`src/rtl/rf_pkg.sv`:
```
// Shared sizing and types for the 16x16 register file and its read muxes.
package rf_pkg;
  localparam int NUM_REGS = 16;
  localparam int DATA_W   = 16;
  localparam int ADDR_W   = 4;

  typedef logic [DATA_W-1:0] data_t;
  typedef logic [ADDR_W-1:0] addr_t;

  // One-hot mask of a register index, used to mark written registers dirty.
  function automatic logic [NUM_REGS-1:0] addr_onehot(input addr_t a);
    addr_onehot    = '0;
    addr_onehot[a] = 1'b1;
  endfunction
endpackage

```
`src/rtl/mux_16_1_input16bit.sv`:
```
// 16-to-1 multiplexer of 16-bit words, one instance per register-file read port.
module mux_16_1_input16bit
  import rf_pkg::*;
(
  input  logic [DATA_W-1:0] X0,
  input  logic [DATA_W-1:0] X1,
  input  logic [DATA_W-1:0] X2,
  input  logic [DATA_W-1:0] X3,
  input  logic [DATA_W-1:0] X4,
  input  logic [DATA_W-1:0] X5,
  input  logic [DATA_W-1:0] X6,
  input  logic [DATA_W-1:0] X7,
  input  logic [DATA_W-1:0] X8,
  input  logic [DATA_W-1:0] X9,
  input  logic [DATA_W-1:0] X10,
  input  logic [DATA_W-1:0] X11,
  input  logic [DATA_W-1:0] X12,
  input  logic [DATA_W-1:0] X13,
  input  logic [DATA_W-1:0] X14,
  input  logic [DATA_W-1:0] X15,
  input  logic [ADDR_W-1:0] S,
  output logic [DATA_W-1:0] OUT
);
  always_comb begin
    // NOTE: every always_comb output gets a default first so no path can infer a latch.
    OUT = '0;
    case (S)
      4'd0:  OUT = X0;
      4'd1:  OUT = X1;
      4'd2:  OUT = X2;
      4'd3:  OUT = X3;
      4'd4:  OUT = X4;
      4'd5:  OUT = X5;
      4'd6:  OUT = X6;
      4'd7:  OUT = X7;
      4'd8:  OUT = X8;
      4'd9:  OUT = X9;
      4'd10: OUT = X10;
      4'd11: OUT = X11;
      4'd12: OUT = X12;
      4'd13: OUT = X13;
      4'd14: OUT = X14;
      4'd15: OUT = X15;
      default: OUT = '0;
    endcase
  end
endmodule

```
`src/rtl/register_file_16x16.sv`:
```
// 16 x 16-bit register file: one write port, two registered read ports with
// write-to-read bypass, a read-valid strobe and per-register dirty tracking.
module register_file_16x16
  import rf_pkg::*;
#(
  parameter logic [DATA_W-1:0] RESET_VAL = 16'h0000
) (
  input  logic                CLK,
  input  logic                RST_N,
  input  logic                WE,
  input  logic [ADDR_W-1:0]   WADDR,
  input  logic [DATA_W-1:0]   WDATA,
  input  logic                RE,
  input  logic [ADDR_W-1:0]   RADDR_A,
  input  logic [ADDR_W-1:0]   RADDR_B,
  output logic [DATA_W-1:0]   OUT_A,
  output logic [DATA_W-1:0]   OUT_B,
  output logic                RVALID,
  output logic [NUM_REGS-1:0] DIRTY
);
  data_t                regs_q [NUM_REGS];
  data_t                regs_d [NUM_REGS];
  data_t                out_a_q, out_a_d;
  data_t                out_b_q, out_b_d;
  logic                 rvalid_q, rvalid_d;
  logic [NUM_REGS-1:0]  dirty_q, dirty_d;
  data_t                mux_a, mux_b;

  mux_16_1_input16bit u_mux_a (
    .X0 (regs_q[0]),  .X1 (regs_q[1]),  .X2 (regs_q[2]),  .X3 (regs_q[3]),
    .X4 (regs_q[4]),  .X5 (regs_q[5]),  .X6 (regs_q[6]),  .X7 (regs_q[7]),
    .X8 (regs_q[8]),  .X9 (regs_q[9]),  .X10(regs_q[10]), .X11(regs_q[11]),
    .X12(regs_q[12]), .X13(regs_q[13]), .X14(regs_q[14]), .X15(regs_q[15]),
    .S  (RADDR_A),
    .OUT(mux_a)
  );

  mux_16_1_input16bit u_mux_b (
    .X0 (regs_q[0]),  .X1 (regs_q[1]),  .X2 (regs_q[2]),  .X3 (regs_q[3]),
    .X4 (regs_q[4]),  .X5 (regs_q[5]),  .X6 (regs_q[6]),  .X7 (regs_q[7]),
    .X8 (regs_q[8]),  .X9 (regs_q[9]),  .X10(regs_q[10]), .X11(regs_q[11]),
    .X12(regs_q[12]), .X13(regs_q[13]), .X14(regs_q[14]), .X15(regs_q[15]),
    .S  (RADDR_B),
    .OUT(mux_b)
  );

  always_comb begin
    regs_d   = regs_q;
    dirty_d  = dirty_q;
    out_a_d  = out_a_q;
    out_b_d  = out_b_q;
    rvalid_d = RE;

    if (WE) begin
      regs_d[WADDR] = WDATA;
      dirty_d       = dirty_q | addr_onehot(WADDR);
    end

    // A same-edge write to the addressed register wins over the stale stored value.
    if (RE) begin
      out_a_d = (WE && (WADDR == RADDR_A)) ? WDATA : mux_a;
      out_b_d = (WE && (WADDR == RADDR_B)) ? WDATA : mux_b;
    end
  end

  always_ff @(posedge CLK or negedge RST_N) begin
    if (!RST_N) begin
      // NOTE: the storage array is reset because a defined value after reset is part of its contract.
      for (int i = 0; i < NUM_REGS; i++) regs_q[i] <= RESET_VAL;
      out_a_q  <= '0;
      out_b_q  <= '0;
      rvalid_q <= 1'b0;
      dirty_q  <= '0;
    end else begin
      // NOTE: non-blocking assignments so every flop samples its pre-edge _d value.
      regs_q   <= regs_d;
      out_a_q  <= out_a_d;
      out_b_q  <= out_b_d;
      rvalid_q <= rvalid_d;
      dirty_q  <= dirty_d;
    end
  end

  assign OUT_A  = out_a_q;
  assign OUT_B  = out_b_q;
  assign RVALID = rvalid_q;
  assign DIRTY  = dirty_q;
endmodule

```
`config.mk`:
```
export PLATFORM = sky130hd
export DESIGN_NAME = register_file_16x16
export DESIGN_NICKNAME = d
export VERILOG_FILES = /design/src/rtl/rf_pkg.sv /design/src/rtl/mux_16_1_input16bit.sv /design/src/rtl/register_file_16x16.sv
export SDC_FILE = /design/constraint.sdc
export NUM_CORES = 1
export LEC_CHECK = 0
export BUFFER_PORTS_ARGS = -buffer_cell sky130_fd_sc_hd__buf_2
export CAP_MARGIN = 15
export CELL_PAD_IN_SITES_DETAIL_PLACEMENT = 0
export CELL_PAD_IN_SITES_GLOBAL_PLACEMENT = 1
export CORE_MARGIN = 4
export CORE_UTILIZATION = 27
export DETAILED_ROUTE_END_ITERATION = 8
export GPL_ROUTABILITY_DRIVEN = 0
export PLACE_DENSITY = 0.55
export SYNTH_ARGS = -nofsm -noshare
export SYNTH_HDL_FRONTEND = slang
export SYNTH_SLANG_ARGS = --single-unit
```
`constraint.sdc`:
```
create_clock -name CLK -period 1.65 [get_ports CLK]
set_input_delay 0.165 -clock CLK [delete_from_list [all_inputs] [get_ports CLK]]
set_output_delay 0.165 -clock CLK [all_outputs]
set_load 0.05 [all_outputs]
```
# After elaboration in Yosys (flattened, before gate mapping)
# Index checks and enable logic that the tools add are counted.
# word_totals
in_bits	32
out_inout_bits	49
ff_bits	305
word_cells	73
# op_classes
n_bitwise	2
muxes	9
reduce_logical	6
order_cmp	4
eq_ne	32
# ops
op	n
16-bit case mux with 16 select lines	2
256-bit bitwise mux	1
16-bit demux with 4-bit select	1
4-bit equality test (second input constant)	16
16-bit two-way mux	3
4-bit by 3-bit equality test with 1-bit output (second input constant)	8
4-bit by 2-bit equality test with 1-bit output (second input constant)	4
16-bit bitwise OR	1
4-bit by 1-bit equality test with 1-bit output (second input constant)	2
4-bit equality test	2
4-bit logical NOT	2
5-bit >= comparator (second input constant)	1
4-bit by 5-bit less-than comparator with 1-bit output (second input constant)	1
5-bit by 1-bit less-than comparator with 1-bit output (second input constant)	1
4-bit inverter with 5-bit output	1
1-bit demux with 4-bit select	1
4-bit by 1-bit >= comparator with 1-bit output (second input constant)	1
1-bit logical AND	4
1-bit two-way mux	1

# Longest topological paths before layout
# depth
ltp_word	6
ltp_mapped	8
ltp_nobuf	5

# By module
# Synthesis repeated with hierarchy kept, for this count alone.
# hier_totals
hier_cells	1485
hier_area_um2	16598.4
# by_module_without_submodules
mod	n_inst	area_each_um2	seq_area_each_um2	cells_per_inst
register_file_16x16	1	12229.2	7632.3	833
mux_16_1_input16bit	2	2184.6	0.0	326

# Least setup slack after synthesis
# No wires, ideal clock.
# synth_path
path_type	register to register
start	reg OUT_B[8] (netlist name)
end	reg out_b_q[8] (netlist: OUT_B[8])
setup_ps	126
synth_period_minus_slack_ps	1659
t_required_ps	1524
path_slack_ps	-9
path_buffers	0
stages_incl_launch_ff	4
t_arrival_ps	1532
cell_sequence	dfrtp_1 -> nor2b_1 -> or4_1 -> o32a_1
# synth_lines
item	line	source
to (signal assigned)	register_file_16x16.sv:78	out_b_q <= out_b_d;
to (decl)	register_file_16x16.sv:24	data_t out_b_q, out_b_d;

# Worst setup path after layout
# layout_path
start	reg regs_q[155] in the netlist's numbering
end	reg out_b_q[11] (netlist: OUT_B[11])
# layout_via
elab_chain_len	2
# layout_lines
item	line	source
from (decl)	register_file_16x16.sv:21	data_t regs_q [NUM_REGS];
from (signal assigned)	register_file_16x16.sv:76	regs_q <= regs_d;
16-bit case mux with 16 select lines	mux_16_1_input16bit.sv:27	case (S)
16-bit two-way mux	register_file_16x16.sv:62	out_b_d = (WE && (WADDR == RADDR_B)) ? WDATA : mux_b;
# No other way between the ends.
# A chain may end at the register's enable or synchronous reset.

==> run_summary.xml <==
<?xml version="1.0" encoding="UTF-8"?>
<metrics>
  <group name="final_layout">
    <metric name="area_delta_synth_final" unit="%">33.5</metric>
    <metric name="stdcell_area" unit="um^2">22100</metric>
    <metric name="n_antenna_cell" unit="">0</metric>
    <metric name="drive_gt1_frac" unit="">0.484</metric>
    <metric name="layout_net_count" unit="">1805</metric>
  </group>
  <group name="cts">
    <metric name="htreeDepth" unit="">2</metric>
    <metric name="cts_buffer_depth" unit="">3</metric>
    <metric name="tritoncts_buffers" unit="">38</metric>
    <metric name="cts.root.buffer_cell" unit="">clkbuf_16</metric>
    <metric name="cts.sinks" unit="">305</metric>
    <metric name="clock_latency" unit="ns">0.57</metric>
    <metric name="clock_tree_from_tritoncts" unit="">yes</metric>
    <metric name="clk_transition_reported_paths" unit="ns">0.06</metric>
  </group>
  <group name="timing">
    <metric name="worst_slew_margin_relative_to_its_limit" unit="">0.538</metric>
    <metric name="finalSetupViolations" unit="">4</metric>
    <metric name="report.final.hold_viol_count" unit="">0</metric>
    <metric name="worst_slack" unit="ns">-0.109</metric>
    <metric name="rsz_0062_raised_after_global_routing" unit="">true</metric>
    <metric name="min_period_over_period" unit="">1.07</metric>
    <metric name="final.hold.worst_slack" unit="ns">0.0268</metric>
    <metric name="drv_slew" unit="">0</metric>
    <metric name="max_clock_freq" unit="GHz">0.568</metric>
    <metric name="final.setup_skew" unit="ns">0.0263</metric>
    <metric name="tightest_slew" unit="ns">0.693</metric>
    <metric name="finalCriticalPeriod" unit="ns">1.76</metric>
  </group>
  <group name="synthesis">
    <metric name="synth_top_cells_by_area" unit="">dfrtp_1, mux2_2, a22oi_1</metric>
    <metric name="synth.net_count" unit="">1463</metric>
    <metric name="yosysWarningCount" unit="">0</metric>
    <metric name="synth.cell_area" unit="um^2">16500</metric>
    <metric name="synth_async_sr_flop_share" unit="">1.00</metric>
    <metric name="postSynthAreaPerCell" unit="um^2">11.6</metric>
    <metric name="yosys_top_cell_area_share" unit="">0.461</metric>
    <metric name="number_of_enable_flip_flop_cells_after_synthesis" unit="">0</metric>
    <metric name="synth.ff_latch_count" unit="">305</metric>
    <metric name="yosys_most_used_dff" unit="">dfrtp_1</metric>
    <metric name="synth.largest_area_cell" unit="">dfrtp_1</metric>
    <metric name="post_synth_num_cell_types" unit="">72</metric>
    <metric name="synth-seq-area-share" unit="">0.461</metric>
    <metric name="synth_cells" unit="">1431</metric>
  </group>
  <group name="run">
    <metric name="maxCapViolations" unit="">0</metric>
  </group>
  <group name="drt">
    <metric name="route.detailed.wl_per_inst" unit="um">29.2</metric>
    <metric name="routed-via-count" unit="">14450</metric>
    <metric name="first_pass_iters" unit="">6</metric>
    <metric name="via_per_inst" unit="">5.59</metric>
    <metric name="drt-total-wl" unit="um">75400</metric>
    <metric name="antenna_left" unit="">0</metric>
    <metric name="iteration_0_drc_count_of_the_detailed_router" unit="">1436</metric>
    <metric name="drc_viols" unit="">0</metric>
  </group>
  <group name="grt">
    <metric name="global_route.overflow_total" unit="">0</metric>
    <metric name="wire_length_of_the_first_global_routing_pass" unit="um">107000</metric>
    <metric name="via_count_of_the_first_global_routing_pass" unit="">14744</metric>
    <metric name="globalRouteTotalUtil" unit="">0.223</metric>
    <metric name="antenna_found_initial" unit="">1</metric>
    <metric name="grt_start_max_net_pins" unit="">96</metric>
  </group>
  <group name="setup_path">
    <metric name="path_class" unit="">reg2reg</metric>
    <metric name="critical_path.endpoint_type" unit="">flip-flop</metric>
    <metric name="setup.worst_path.start_class" unit="">flip-flop</metric>
    <metric name="max_fo_critical_path" unit="">2</metric>
    <metric name="r2r_setup_slack" unit="ns">-0.11</metric>
    <metric name="crit_arrival" unit="ns">2.20</metric>
    <metric name="cp.required" unit="ns">2.09</metric>
  </group>
  <group name="placement">
    <metric name="final_hpwl_dp" unit="um">53800</metric>
    <metric name="area_after_detailed_placement" unit="um^2">20400</metric>
    <metric name="port_buffers" unit="">80</metric>
    <metric name="detailedPlace.worstSlack" unit="ns">-0.975</metric>
  </group>
  <group name="power_and_ir_drop">
    <metric name="worst_ir_drop_vdd" unit="mV">0.562</metric>
    <metric name="leakage_dissipation" unit="nW">9.58</metric>
    <metric name="share_seq_of_total_power" unit="">0.405</metric>
    <metric name="power_density" unit="nW/um^2">1200</metric>
    <metric name="pwr-share-comb" unit="">0.270</metric>
    <metric name="p_sw_frac" unit="">0.329</metric>
    <metric name="intPower" unit="W">0.0178</metric>
    <metric name="p_switching" unit="W">0.00872</metric>
    <metric name="share_clk_of_total_power" unit="">0.324</metric>
  </group>
  <group name="floorplanning">
    <metric name="die-area" unit="um^2">65300</metric>
    <metric name="rows" unit="">90</metric>
    <metric name="num_io_pins" unit="">81</metric>
    <metric name="initial_utilization" unit="">0.274</metric>
    <metric name="die_width" unit="um">256</metric>
    <metric name="die_height" unit="um">256</metric>
    <metric name="core_region_area" unit="um^2">60500</metric>
  </group>
  <group name="status">
    <metric name="result_of_the_run" unit="">complete, but fails checks</metric>
    <metric name="failing_checks" unit="">negative setup slack</metric>
  </group>
  <group name="worst_hold_path">
    <metric name="worstHoldPathType" unit="">in2async</metric>
  </group>
</metrics>
power groups by stage:
stage,registers [W],clock network [W],logic [W]
floorplan,0.0110,0,0.00324
global placement,0.0108,0,0.00679
detailed placement,0.0108,0,0.00687
CTS,0.0107,0.00881,0.00698
global route,0.0109,0.00914,0.00758
finish,0.0108,0.00861,0.00718
Yosys cell counts, types with 8 or more instances:
cell type,instances
o22ai_1,25
a211oi_1,9
dfrtp_1,305
mux2_2,269
o21ai_0,34
nor2b_1,32
and2_1,10
or2_2,11
a221oi_1,14
a2bb2oi_1,25
mux2i_1,40
nand2b_1,19
o31ai_1,24
o32ai_1,10
a22oi_1,69
buf_6,8
nand2_1,54
mux2_4,19
a22o_1,11
and3b_1,12
a21oi_1,24
mux4_2,8
buf_2,63
nand3_1,37
a32oi_1,22
buf_4,17
nor3_1,10
a31oi_1,16
nor2_1,55
clkbuf_1,42
o211ai_1,9
a32o_1,8
nor4_1,14
per-stage QoR:
stage | power [W] | TNS (ns) | utilization | std cells
2_1_floorplan | 0.0142 | 0 | - | 1431
3_3_place_gp | 0.0176 | -18.57 | 0.338 | 2512
3_5_place_dp | 0.0177 | -20.82 | 0.338 | 2512
4_1_cts | 0.0265 | -0.232 | 0.361 | 2583
5_1_grt | 0.0276 | -0.483 | 0.365 | 2584
6_report | 0.0265 | -0.277 | 0.365 | 2584
cell families (layout without fill, tap and decap cells):
kind of cell / count (synthesis) / after routing / synth area share
mux: 337 / 337 / 0.236
flops: 305 / 305 / 0.461
xor+xnor: 8 / 8 / 0.00424
simple gates: 298 / 298 / 0.0989
buf+inv: 142 / 513 / 0.0445
compound gates: 341 / 341 / 0.155
final cells by class:
class                      instances  area, um^2
timing repair buffer             434        3640
clock inverter                    18         216
inverter                          10        37.5
sequential                       305        7640
fill                            5974       38400
clock buffer                      51        1050
tap                              782         978
multi-input combinational        984        8520
worst paths after layout:
path / from / endpoint / cells after the start
max reg2reg: regs_q[155]$_DFFE_PN0P_ / OUT_B[11]$_DFFE_PN0P_ / 6
max in group asynchronous: RST_N / regs_q[205]$_DFFE_PN0P_ / 3
max: regs_q[155]$_DFFE_PN0P_ / OUT_B[11]$_DFFE_PN0P_ / 6
min in group CLK: WDATA[7] / regs_q[39]$_DFFE_PN0P_ / 3
min reg2reg: DIRTY[0]$_DFFE_PN0P_ / DIRTY[0]$_DFFE_PN0P_ / 1
min: RST_N / DIRTY[3]$_DFFE_PN0P_ / 2
sequential cells by signal (all words and copies together) (netlist names):
| name | count |
|---|---|
| RVALID | 1 |
| OUT_A | 16 |
| OUT_B | 16 |
| regs_q | 256 |
| DIRTY | 16 |
layer usage:
metal	vias up	global-route usage	routed length, um
li1	6153	-	-
met1	7423	0.295	31900
met2	715	0.356	34400
met3	159	0.0418	5650
met4	0	0.0983	3420
met5	-	0	0
layout by cell type (no fill, tap or decap), types with 25 or more instances in the layout:
cell / count
nor2_1: 48
clkbuf_16: 38
o21ai_0: 32
mux2_2: 266
a2bb2oi_1: 25
mux2i_1: 39
buf_2: 78
nand3_1: 37
buf_4: 308
a22oi_1: 67
buf_12: 45
nor2b_1: 29
o22ai_1: 25
nand2_1: 53
dfrtp_1: 302
what timing repair did:
| item | CTS | global route |
|---|---|---|
| pin swaps | 5 | 20 |
| gates resized for setup | 25 | 45 |
| setup buffers | 1 | 3 |
| setup endpoints to repair | 15 | 24 |
| hold buffers | 1 | 0 |
| hold endpoints to repair | 305 | 0 |
worst max-delay path, cell delays in order, from the launching register on:
cell      delay (ns)
dfrtp_1         0.40
mux2_4          0.27
a222oi_1        0.31
o221ai_1        0.18
a211oi_2        0.21
buf_4           0.18
o31ai_2         0.06
(Power assumes the default switching activity.)
